===== src/rtl/lif_neuron_driver_if.sv =====
// Handshake and neuron-pin bundle between the host, the LIF driver and the neuron.
// The slave modport is the driver's view; the master modport is the host/neuron side.
interface lif_neuron_driver_if #(
    parameter int N_STAGES = 4,
    parameter int RUN_BITS = 8
);
    localparam int INPUTS = 2 ** N_STAGES;

    logic                cmd_valid;
    logic                cmd_ready;
    logic                cmd_load_weights;
    logic [INPUTS-1:0]   cmd_weights;
    logic [INPUTS-1:0]   cmd_inputs;
    logic [RUN_BITS-1:0] cmd_run_cycles;

    logic                rsp_valid;
    logic                rsp_ready;
    logic [RUN_BITS-1:0] rsp_spikes;
    logic [RUN_BITS-1:0] rsp_first_spike;

    logic [7:0]          nrn_data;
    logic                nrn_sel_weights;
    logic                nrn_run;
    logic                nrn_spike;

    modport slave (
        input  cmd_valid, cmd_load_weights, cmd_weights, cmd_inputs, cmd_run_cycles,
        input  rsp_ready, nrn_spike,
        output cmd_ready, rsp_valid, rsp_spikes, rsp_first_spike,
        output nrn_data, nrn_sel_weights, nrn_run
    );

    modport master (
        output cmd_valid, cmd_load_weights, cmd_weights, cmd_inputs, cmd_run_cycles,
        output rsp_ready, nrn_spike,
        input  cmd_ready, rsp_valid, rsp_spikes, rsp_first_spike,
        input  nrn_data, nrn_sel_weights, nrn_run
    );
endinterface


===== src/rtl/lif_neuron_driver.sv =====
// Host-side transmitter for the LIF neuron byte-load bus: loads weights/inputs
// MSB byte first, runs the neuron for a commanded number of cycles, counts spikes.
module lif_neuron_driver #(
    parameter int N_STAGES = 4,
    parameter int RUN_BITS = 8
) (
    input  logic                  clk,
    input  logic                  reset,
    lif_neuron_driver_if.slave    bus
);
    localparam int INPUTS = 2 ** N_STAGES;
    localparam int BYTES  = (INPUTS + 7) / 8;
    localparam int PAD_W  = BYTES * 8;
    localparam int IDX_W  = (BYTES > 1) ? $clog2(BYTES) : 1;
    localparam logic [IDX_W-1:0] IDX_LAST = IDX_W'(BYTES - 1);

    typedef enum logic [2:0] {IDLE, LOAD_W, LOAD_I, RUN, RESP} state_t;

    state_t              state_q, state_d;
    logic [IDX_W-1:0]    idx_q, idx_d;
    logic [INPUTS-1:0]   weights_q, weights_d;
    logic [INPUTS-1:0]   inputs_q, inputs_d;
    logic [RUN_BITS-1:0] run_len_q, run_len_d;
    logic [RUN_BITS-1:0] run_idx_q, run_idx_d;
    logic [RUN_BITS-1:0] spikes_q, spikes_d;
    logic [RUN_BITS-1:0] first_q, first_d;

    // Vectors narrower than a byte multiple are zero-padded at the top.
    logic [PAD_W-1:0] w_pad, i_pad;
    logic [7:0]       w_byte, i_byte;
    assign w_pad  = PAD_W'(weights_q);
    assign i_pad  = PAD_W'(inputs_q);
    assign w_byte = w_pad[int'(idx_q) * 8 +: 8];
    assign i_byte = i_pad[int'(idx_q) * 8 +: 8];

    assign bus.rsp_spikes      = spikes_q;
    assign bus.rsp_first_spike = first_q;

    // Neuron pins and handshake flags decoded purely from registered state.
    always_comb begin
        // NOTE: every output gets a default first so no case arm can infer a latch.
        bus.cmd_ready       = 1'b0;
        bus.rsp_valid       = 1'b0;
        bus.nrn_data        = 8'h00;
        bus.nrn_sel_weights = 1'b0;
        bus.nrn_run         = 1'b0;
        case (state_q)
            IDLE:   bus.cmd_ready = 1'b1;
            LOAD_W: begin
                bus.nrn_sel_weights = 1'b1;
                bus.nrn_data        = w_byte;
            end
            LOAD_I: bus.nrn_data = i_byte;
            RUN:    bus.nrn_run = 1'b1;
            RESP:   bus.rsp_valid = 1'b1;
            default: ;
        endcase
    end

    // Next-state, byte sequencing and spike accounting.
    always_comb begin
        state_d   = state_q;
        idx_d     = idx_q;
        weights_d = weights_q;
        inputs_d  = inputs_q;
        run_len_d = run_len_q;
        run_idx_d = run_idx_q;
        spikes_d  = spikes_q;
        first_d   = first_q;
        case (state_q)
            IDLE: if (bus.cmd_valid) begin
                weights_d = bus.cmd_weights;
                inputs_d  = bus.cmd_inputs;
                run_len_d = bus.cmd_run_cycles;
                run_idx_d = '0;
                spikes_d  = '0;
                first_d   = '1;
                idx_d     = IDX_LAST;
                state_d   = bus.cmd_load_weights ? LOAD_W : LOAD_I;
            end
            LOAD_W: begin
                if (idx_q == '0) begin
                    idx_d   = IDX_LAST;
                    state_d = LOAD_I;
                end else begin
                    idx_d = idx_q - IDX_W'(1);
                end
            end
            LOAD_I: begin
                if (idx_q == '0) state_d = (run_len_q != '0) ? RUN : RESP;
                else             idx_d   = idx_q - IDX_W'(1);
            end
            RUN: begin
                if (bus.nrn_spike) begin
                    spikes_d = spikes_q + RUN_BITS'(1);
                    // All-ones never occurs as a run index, so it doubles as "no spike yet".
                    if (first_q == '1) first_d = run_idx_q;
                end
                if (run_idx_q == run_len_q - RUN_BITS'(1)) state_d = RESP;
                else run_idx_d = run_idx_q + RUN_BITS'(1);
            end
            RESP: if (bus.rsp_ready) state_d = IDLE;
            default: state_d = IDLE;
        endcase
    end

    // State register with synchronous reset; command fields reset too for clean idle values.
    always_ff @(posedge clk) begin
        // NOTE: sequential state uses non-blocking assignments so all flops update together.
        if (reset) begin
            state_q   <= IDLE;
            idx_q     <= '0;
            weights_q <= '0;
            inputs_q  <= '0;
            run_len_q <= '0;
            run_idx_q <= '0;
            spikes_q  <= '0;
            first_q   <= '1;
        end else begin
            state_q   <= state_d;
            idx_q     <= idx_d;
            weights_q <= weights_d;
            inputs_q  <= inputs_d;
            run_len_q <= run_len_d;
            run_idx_q <= run_idx_d;
            spikes_q  <= spikes_d;
            first_q   <= first_d;
        end
    end
endmodule


===== src/flat_wrapper.sv =====
// flat-port wrapper written by rule: the top's interface ports become plain ports
module lif_neuron_driver_flat 
#(
    parameter int N_STAGES = 4,
    parameter int RUN_BITS = 8
)
  (clk, reset, bus_cmd_valid, bus_cmd_load_weights, bus_cmd_weights, bus_cmd_inputs, bus_cmd_run_cycles, bus_rsp_ready, bus_nrn_spike, bus_cmd_ready, bus_rsp_valid, bus_rsp_spikes, bus_rsp_first_spike, bus_nrn_data, bus_nrn_sel_weights, bus_nrn_run);
  lif_neuron_driver_if #(.N_STAGES(N_STAGES), .RUN_BITS(RUN_BITS)) bus_i ();
  input  logic clk;
  input  logic reset;
  input wire logic [$bits(bus_i.cmd_valid)-1:0] bus_cmd_valid;
  input wire logic [$bits(bus_i.cmd_load_weights)-1:0] bus_cmd_load_weights;
  input wire logic [$bits(bus_i.cmd_weights)-1:0] bus_cmd_weights;
  input wire logic [$bits(bus_i.cmd_inputs)-1:0] bus_cmd_inputs;
  input wire logic [$bits(bus_i.cmd_run_cycles)-1:0] bus_cmd_run_cycles;
  input wire logic [$bits(bus_i.rsp_ready)-1:0] bus_rsp_ready;
  input wire logic [$bits(bus_i.nrn_spike)-1:0] bus_nrn_spike;
  output wire logic [$bits(bus_i.cmd_ready)-1:0] bus_cmd_ready;
  output wire logic [$bits(bus_i.rsp_valid)-1:0] bus_rsp_valid;
  output wire logic [$bits(bus_i.rsp_spikes)-1:0] bus_rsp_spikes;
  output wire logic [$bits(bus_i.rsp_first_spike)-1:0] bus_rsp_first_spike;
  output wire logic [$bits(bus_i.nrn_data)-1:0] bus_nrn_data;
  output wire logic [$bits(bus_i.nrn_sel_weights)-1:0] bus_nrn_sel_weights;
  output wire logic [$bits(bus_i.nrn_run)-1:0] bus_nrn_run;
  assign bus_i.cmd_valid = bus_cmd_valid;
  assign bus_i.cmd_load_weights = bus_cmd_load_weights;
  assign bus_i.cmd_weights = bus_cmd_weights;
  assign bus_i.cmd_inputs = bus_cmd_inputs;
  assign bus_i.cmd_run_cycles = bus_cmd_run_cycles;
  assign bus_i.rsp_ready = bus_rsp_ready;
  assign bus_i.nrn_spike = bus_nrn_spike;
  assign bus_cmd_ready = bus_i.cmd_ready;
  assign bus_rsp_valid = bus_i.rsp_valid;
  assign bus_rsp_spikes = bus_i.rsp_spikes;
  assign bus_rsp_first_spike = bus_i.rsp_first_spike;
  assign bus_nrn_data = bus_i.nrn_data;
  assign bus_nrn_sel_weights = bus_i.nrn_sel_weights;
  assign bus_nrn_run = bus_i.nrn_run;
  lif_neuron_driver #(.N_STAGES(N_STAGES), .RUN_BITS(RUN_BITS)) u_core (.clk(clk), .reset(reset), .bus(bus_i));
endmodule

===== config.mk =====
export PLATFORM = sky130hd
export DESIGN_NAME = lif_neuron_driver_flat
export DESIGN_NICKNAME = d
export VERILOG_FILES = /design/src/rtl/lif_neuron_driver_if.sv /design/src/rtl/lif_neuron_driver.sv /design/src/flat_wrapper.sv
export SDC_FILE = /design/constraint.sdc
export NUM_CORES = 1
export LEC_CHECK = 0
export BUFFER_PORTS_ARGS = -buffer_cell sky130_fd_sc_hd__buf_4
export CORE_UTILIZATION = 50
export DETAILED_ROUTE_END_ITERATION = 8
export PLACE_DENSITY = 0.75
export SLEW_MARGIN = 40
export SYNTH_ARGS = -nofsm -noshare
export SYNTH_HDL_FRONTEND = slang
export SYNTH_SLANG_ARGS = --single-unit
export TNS_END_PERCENT = 50

===== constraint.sdc =====
create_clock -name clk -period 3.55 [get_ports clk]
set_input_delay 0.5325 -clock clk [delete_from_list [all_inputs] [get_ports clk]]
set_output_delay 0.5325 -clock clk [all_outputs]
set_load 0.01 [all_outputs]

# Word-level counts from Yosys, hierarchy flattened
# Cells that the tools add are included.
classes:
  n_addsub: 4
  eq_ne: 14
  shift: 2
  muxes: 26
  n_reduce_logical: 10
op_table:
  columns: ["operator", "count"]
  rows:
  - ["$pmux 8 s2", 4]
  - ["$mux 8", 6]
  - ["$shiftx 16x5->8", 2]
  - ["$mux 3", 6]
  - ["$add 8x1->8 const B", 2]
  - ["$pmux 3 s5", 1]
  - ["$ne 2x2->1 const B", 6]
  - ["$eq 8x8->1", 1]
  - ["$eq 8x8->1 const B", 1]
  - ["$reduce_bool 8->1", 1]
  - ["$sub 8x1->8 const B", 1]
  - ["$mux 1", 7]
  - ["$eq 3x2->1 const B", 2]
  - ["$reduce_and 3->1", 2]
  - ["$reduce_and 5->1", 1]
  - ["$ne 2x1->1 const B", 2]
  - ["$reduce_and 2->1", 2]
  - ["$reduce_and 4->1", 1]
  - ["$eq 3x1->1 const B", 1]
  - ["$eq 3x3->1 const B", 1]
  - ["$logic_not 3->1", 1]
  - ["$pmux 1 s3", 1]
  - ["$reduce_bool 3->1", 1]
  - ["$mux 2", 1]
  - ["2 further kinds", 2]
totals:
  ff_bits: 68
  out_inout_bits: 28
  wordCells: 64

# Logic depth before layout (Yosys ltp)
logic_depth:
  word_depth: 4
  depth_mapped: 11
  ltp_nobuf: 9

# Worst setup path before layout
# No wires, ideal clock.
synth_path:
  path_type: "register -> output"
  startpoint: "register u_core.state_q[2]"
  endpoint: "output port bus_nrn_data[7]"
  arrival_ns: 1.684
  slack_ns: 1.334
  path_stages_with_launch: 6
  n_path_buf: 1
  cell_sequence: "dfxtp_1 -> buf_6 -> nand2b_4 -> nor2_1 -> mux4_2 -> nor2b_1"
synth_via:
  elab_chain_len: 2
  word_cells_on_any_way: 3
  cone_classes: "eq/ne: 2; mux: 1"
synth_lines:
  columns: ["item", "line", "source"]
  rows:
  - ["from (decl)", "lif_neuron_driver.sv:19", "state_t state_q, state_d;"]
  - ["from (signal assigned)", "lif_neuron_driver.sv:120", "state_q <= state_d;"]
  - ["$eq 3x2->1 / $eq 3x1->1 (equally long branches)", "lif_neuron_driver.sv:47", "case (state_q)"]
  - ["$pmux 8 s2 *", "lif_neuron_driver.sv:47", null]
  - ["to (decl)", "flat_wrapper.sv:22", "output wire logic [$bits(bus_i.nrn_data)-1:0] bus_nrn_data;"]
# Every way passes the cells marked *; elsewhere a longest branch is shown, timed or not.

# Worst setup path in the final report
layout_path:
  startpoint: "register u_core.state_q[1]"
  endpoint: "output port bus_nrn_data[7]"
# Same word-level chain as after synthesis.

==> key figures <==
Timing
  • Setup TNS: 0 ns
  • Post-layout min period: 2.59 ns
  • Rel. slew slack: 56.3%
  • Final hold vios: 0
  • Max Fclk: 0.387 GHz
  • Clock skew: 0.00867 ns
  • Tcrit/Tclk final: 72.8%
  • Final setup viols: 0
  • Worst Tran Pin Value: 0.655 ns
  • RSZ-0062 raised after global routing: false
  • Fin. max-slew vios: 0

Worst hold path
  • Hold WC Path Type: input port to flip-flop

Die
  • Die Area: 6800 sq um
  • Starting density of the core: 53.1%
  • Die W: 82.5 um
  • Die height: 82.5 um
  • I/O pin cnt: 74
  • Row count: 28
  • Core ar.: 6100 sq um

Finish
  • Layout cell share with drive strength beyond 1: 23.8%
  • Diode count: 0
  • Nets@finish: 512
  • Area grow syn2layout: 23.7%

Global routing
  • Initial antenna violation count: 0
  • Total GRT Usage: 25.1%
  • Largest net degree at the start of global routing: 59
  • Grt ovf: 0
  • Vias in the first global route: 2765
  • First-pass GRT wire length: 12.7 mm

Placement
  • Final HPWL DP: 5.33 mm
  • Port bufs: 73
  • Final GP Congestion: 0.882

Power and ir drop
  • Power consumption: 2520 uW
  • Power per Cell Area: 629 nW/um^2
  • Peak supply drop: 0.000503 V
  • Leakage: 0.00165 uW

Routing
  • Final WL: 7.66 mm
  • DRC marker count from the first detailed-route iteration: 153
  • First-pass detailed-route iteration total: 4
  • WL/cell: 14.1 um
  • Drt drc: 0
  • Via Count: 2943
  • Final ANT Viol Nets: 0
  • Via density: 5.43

Clocking
  • H-tree depth: 3
  • CTS max path bufs: 2
  • Worst-path clk slew: 0.08 ns
  • # resized after CTS: 0
  • TritonCTS Buffers: 9
  • TritonCTS clock tree: built
  • Clock Tree Root: clkbuf_8
  • Clock sinks: 68
  • Postcts setup bufs: 0
  • Worst skew pair latency: 0.34 ns
  • CTS Hold Bufs: 0

Setup path
  • Crit path kind: flip-flop to output port
  • Maximum fanout along the worst path: 9
  • Startpoint type of the worst setup path: flip-flop
  • Crit end category: output port
  • Crit path DAT: 2.05 ns
  • Worst Path Required: 3.02 ns

Run
  • Max-cap violation count: 0

Synth
  • Synth warn: 0
  • Synth unique cells: 51
  • Register bit count reported by yosys: 68
  • Mean Syn Cell Area: 8.10 sq um
  • Cells after Synth: 400
  • Synth Net Count: 450
  • Synth Cell Area: 3240 sq um
  • Register area share after synthesis: 42.0%

Outcome
  • Status: finished clean
## kinds of logic after synthesis
| logic type | after synthesis | share of synthesized area [%] |
|---|---|---|
| buf+inv | 33 | 4.29 |
| flops | 68 | 42.0 |
| compound gates | 83 | 15.4 |
| simple gates | 186 | 26.3 |
| xor+xnor | 18 | 4.87 |
| fa+ha+maj | 4 | 1.55 |
| mux | 8 | 5.56 |
## critical path, stage by stage (launching register included)
cell	delay, ns
dfxtp_1	0.53
nand2b_4	0.09
nor2_1	0.09
buf_4	0.20
mux4_2	0.50
nor2b_1	0.15
buf_4	0.16
## where the power goes
part | leakage (uW) | switching, uW | internal (uW)
Combinational | 0.000997 | 484 | 370
Clock | 0.000102 | 307 | 364
Sequential | 0.000554 | 122 | 872
## layout make-up
| cell class | instances | area, sq um |
|---|---|---|
| Clock buffer | 11 | 151 |
| Clock inverter | 5 | 58.8 |
| Fill cell | 552 | 2090 |
| Inverter | 8 | 31.3 |
| Multi-Input combinational cell | 299 | 1740 |
| Sequential cell | 68 | 1360 |
| Tap cell | 75 | 93.8 |
| Timing Repair Buffer | 76 | 571 |
## metal layers
layer / part of all wire (%) / global-route usage, % / vias up
met5: 0 / 0 / -
met2: 47 / 40.3 / 92
met1: 45 / 31.6 / 1352
met4: 1.5 / 9.83 / 0
li1: - / - / 1490
met3: 7.0 / 7.58 / 9
## sequential cells by signal (all words and copies together) (netlist names)
signal	flops
u_core.run_idx_q	8
u_core.run_len_q	8
u_core.state_q	3
u_core.bus.rsp_spikes	8
u_core.i_pad	16
u_core.w_pad	16
u_core.idx_q	1
u_core.bus.rsp_first_spike	8
## cell usage after synthesis (all sizes together)
cell type / instances / area, sq um
o31ai: 2 / 20.0
clkbuf: 18 / 67.6
ha: 4 / 50.1
a32oi: 1 / 8.76
and2: 3 / 18.8
a21oi: 56 / 284
and4b: 1 / 10.0
o21bai: 8 / 60.1
or2: 3 / 18.8
nand2: 93 / 352
and3: 2 / 12.5
nor4: 1 / 6.26
xor2: 11 / 96.3
and4: 1 / 8.76
nand2b: 4 / 32.5
a2bb2oi: 2 / 23.8
nor2b: 9 / 56.3
nand4: 6 / 37.5
o21ai: 5 / 25.0
a221oi: 2 / 17.5
or4: 1 / 7.51
xnor2: 7 / 61.3
nor4b: 1 / 8.76
nor2: 31 / 116
nand4b: 1 / 8.76
nand3: 9 / 45.0
o211ai: 1 / 7.51
a21boi: 1 / 7.51
o2111ai: 1 / 8.76
nor3: 15 / 80.1
buf: 7 / 40.0
or2b: 1 / 7.51
clkinv: 1 / 5.00
o22ai: 1 / 6.26
inv: 7 / 26.3
a211oi: 2 / 20.0
dfxtp: 68 / 1360
mux4: 8 / 180
or3: 4 / 25.0
o32a: 1 / 10.0
## through the flow
stage                     utilization [%]  setup WS [ns]  cells  hold WS, ns  area [sq um]
after global routing                 65.7          0.842    542        0.411          4010
after detailed placement             62.3           1.19    526        0.446          3800
after floorplan                         -           1.33    400        0.433          3240
after CTS                            65.7          0.940    542        0.411          4010
after global placement               62.3           1.30    526        0.439          3800
final                                65.7          0.964    542        0.428          4010
## final timing paths
path	startpoint	to	slack, ns	cells past startpoint
setup / recovery	u_core.state_q[1]	bus_nrn_data[7]	0.96	6
hold / removal	bus_cmd_inputs[2]	u_core.i_pad[2]	0.43	3
setup reg to reg	u_core.run_len_q[0]	u_core.state_q[1]	1.16	9
hold reg to reg	u_core.w_pad[3]	u_core.w_pad[3]	0.46	2
## cells in the final DEF (no fill, tap or decap), types with 2 or more instances in the layout
cell type and n:
nor2b_1 9, or2_1 2, a221oi_1 2, and2_1 2, clkinvlp_4 2, a21oi_1 55
ha_1 4, nand3_1 9, o21ai_0 5, buf_4 76, o21bai_1 8, clkbuf_8 11
mux4_2 8, xor2_1 11, nand4_1 6, nor3_1 14, clkinv_2 2, nor2_1 31
inv_1 6, nand2_1 92, and3_1 2, dfxtp_1 68, nand2b_1 3, or3_1 4
xnor2_1 7
(Power assumes the default switching activity.)
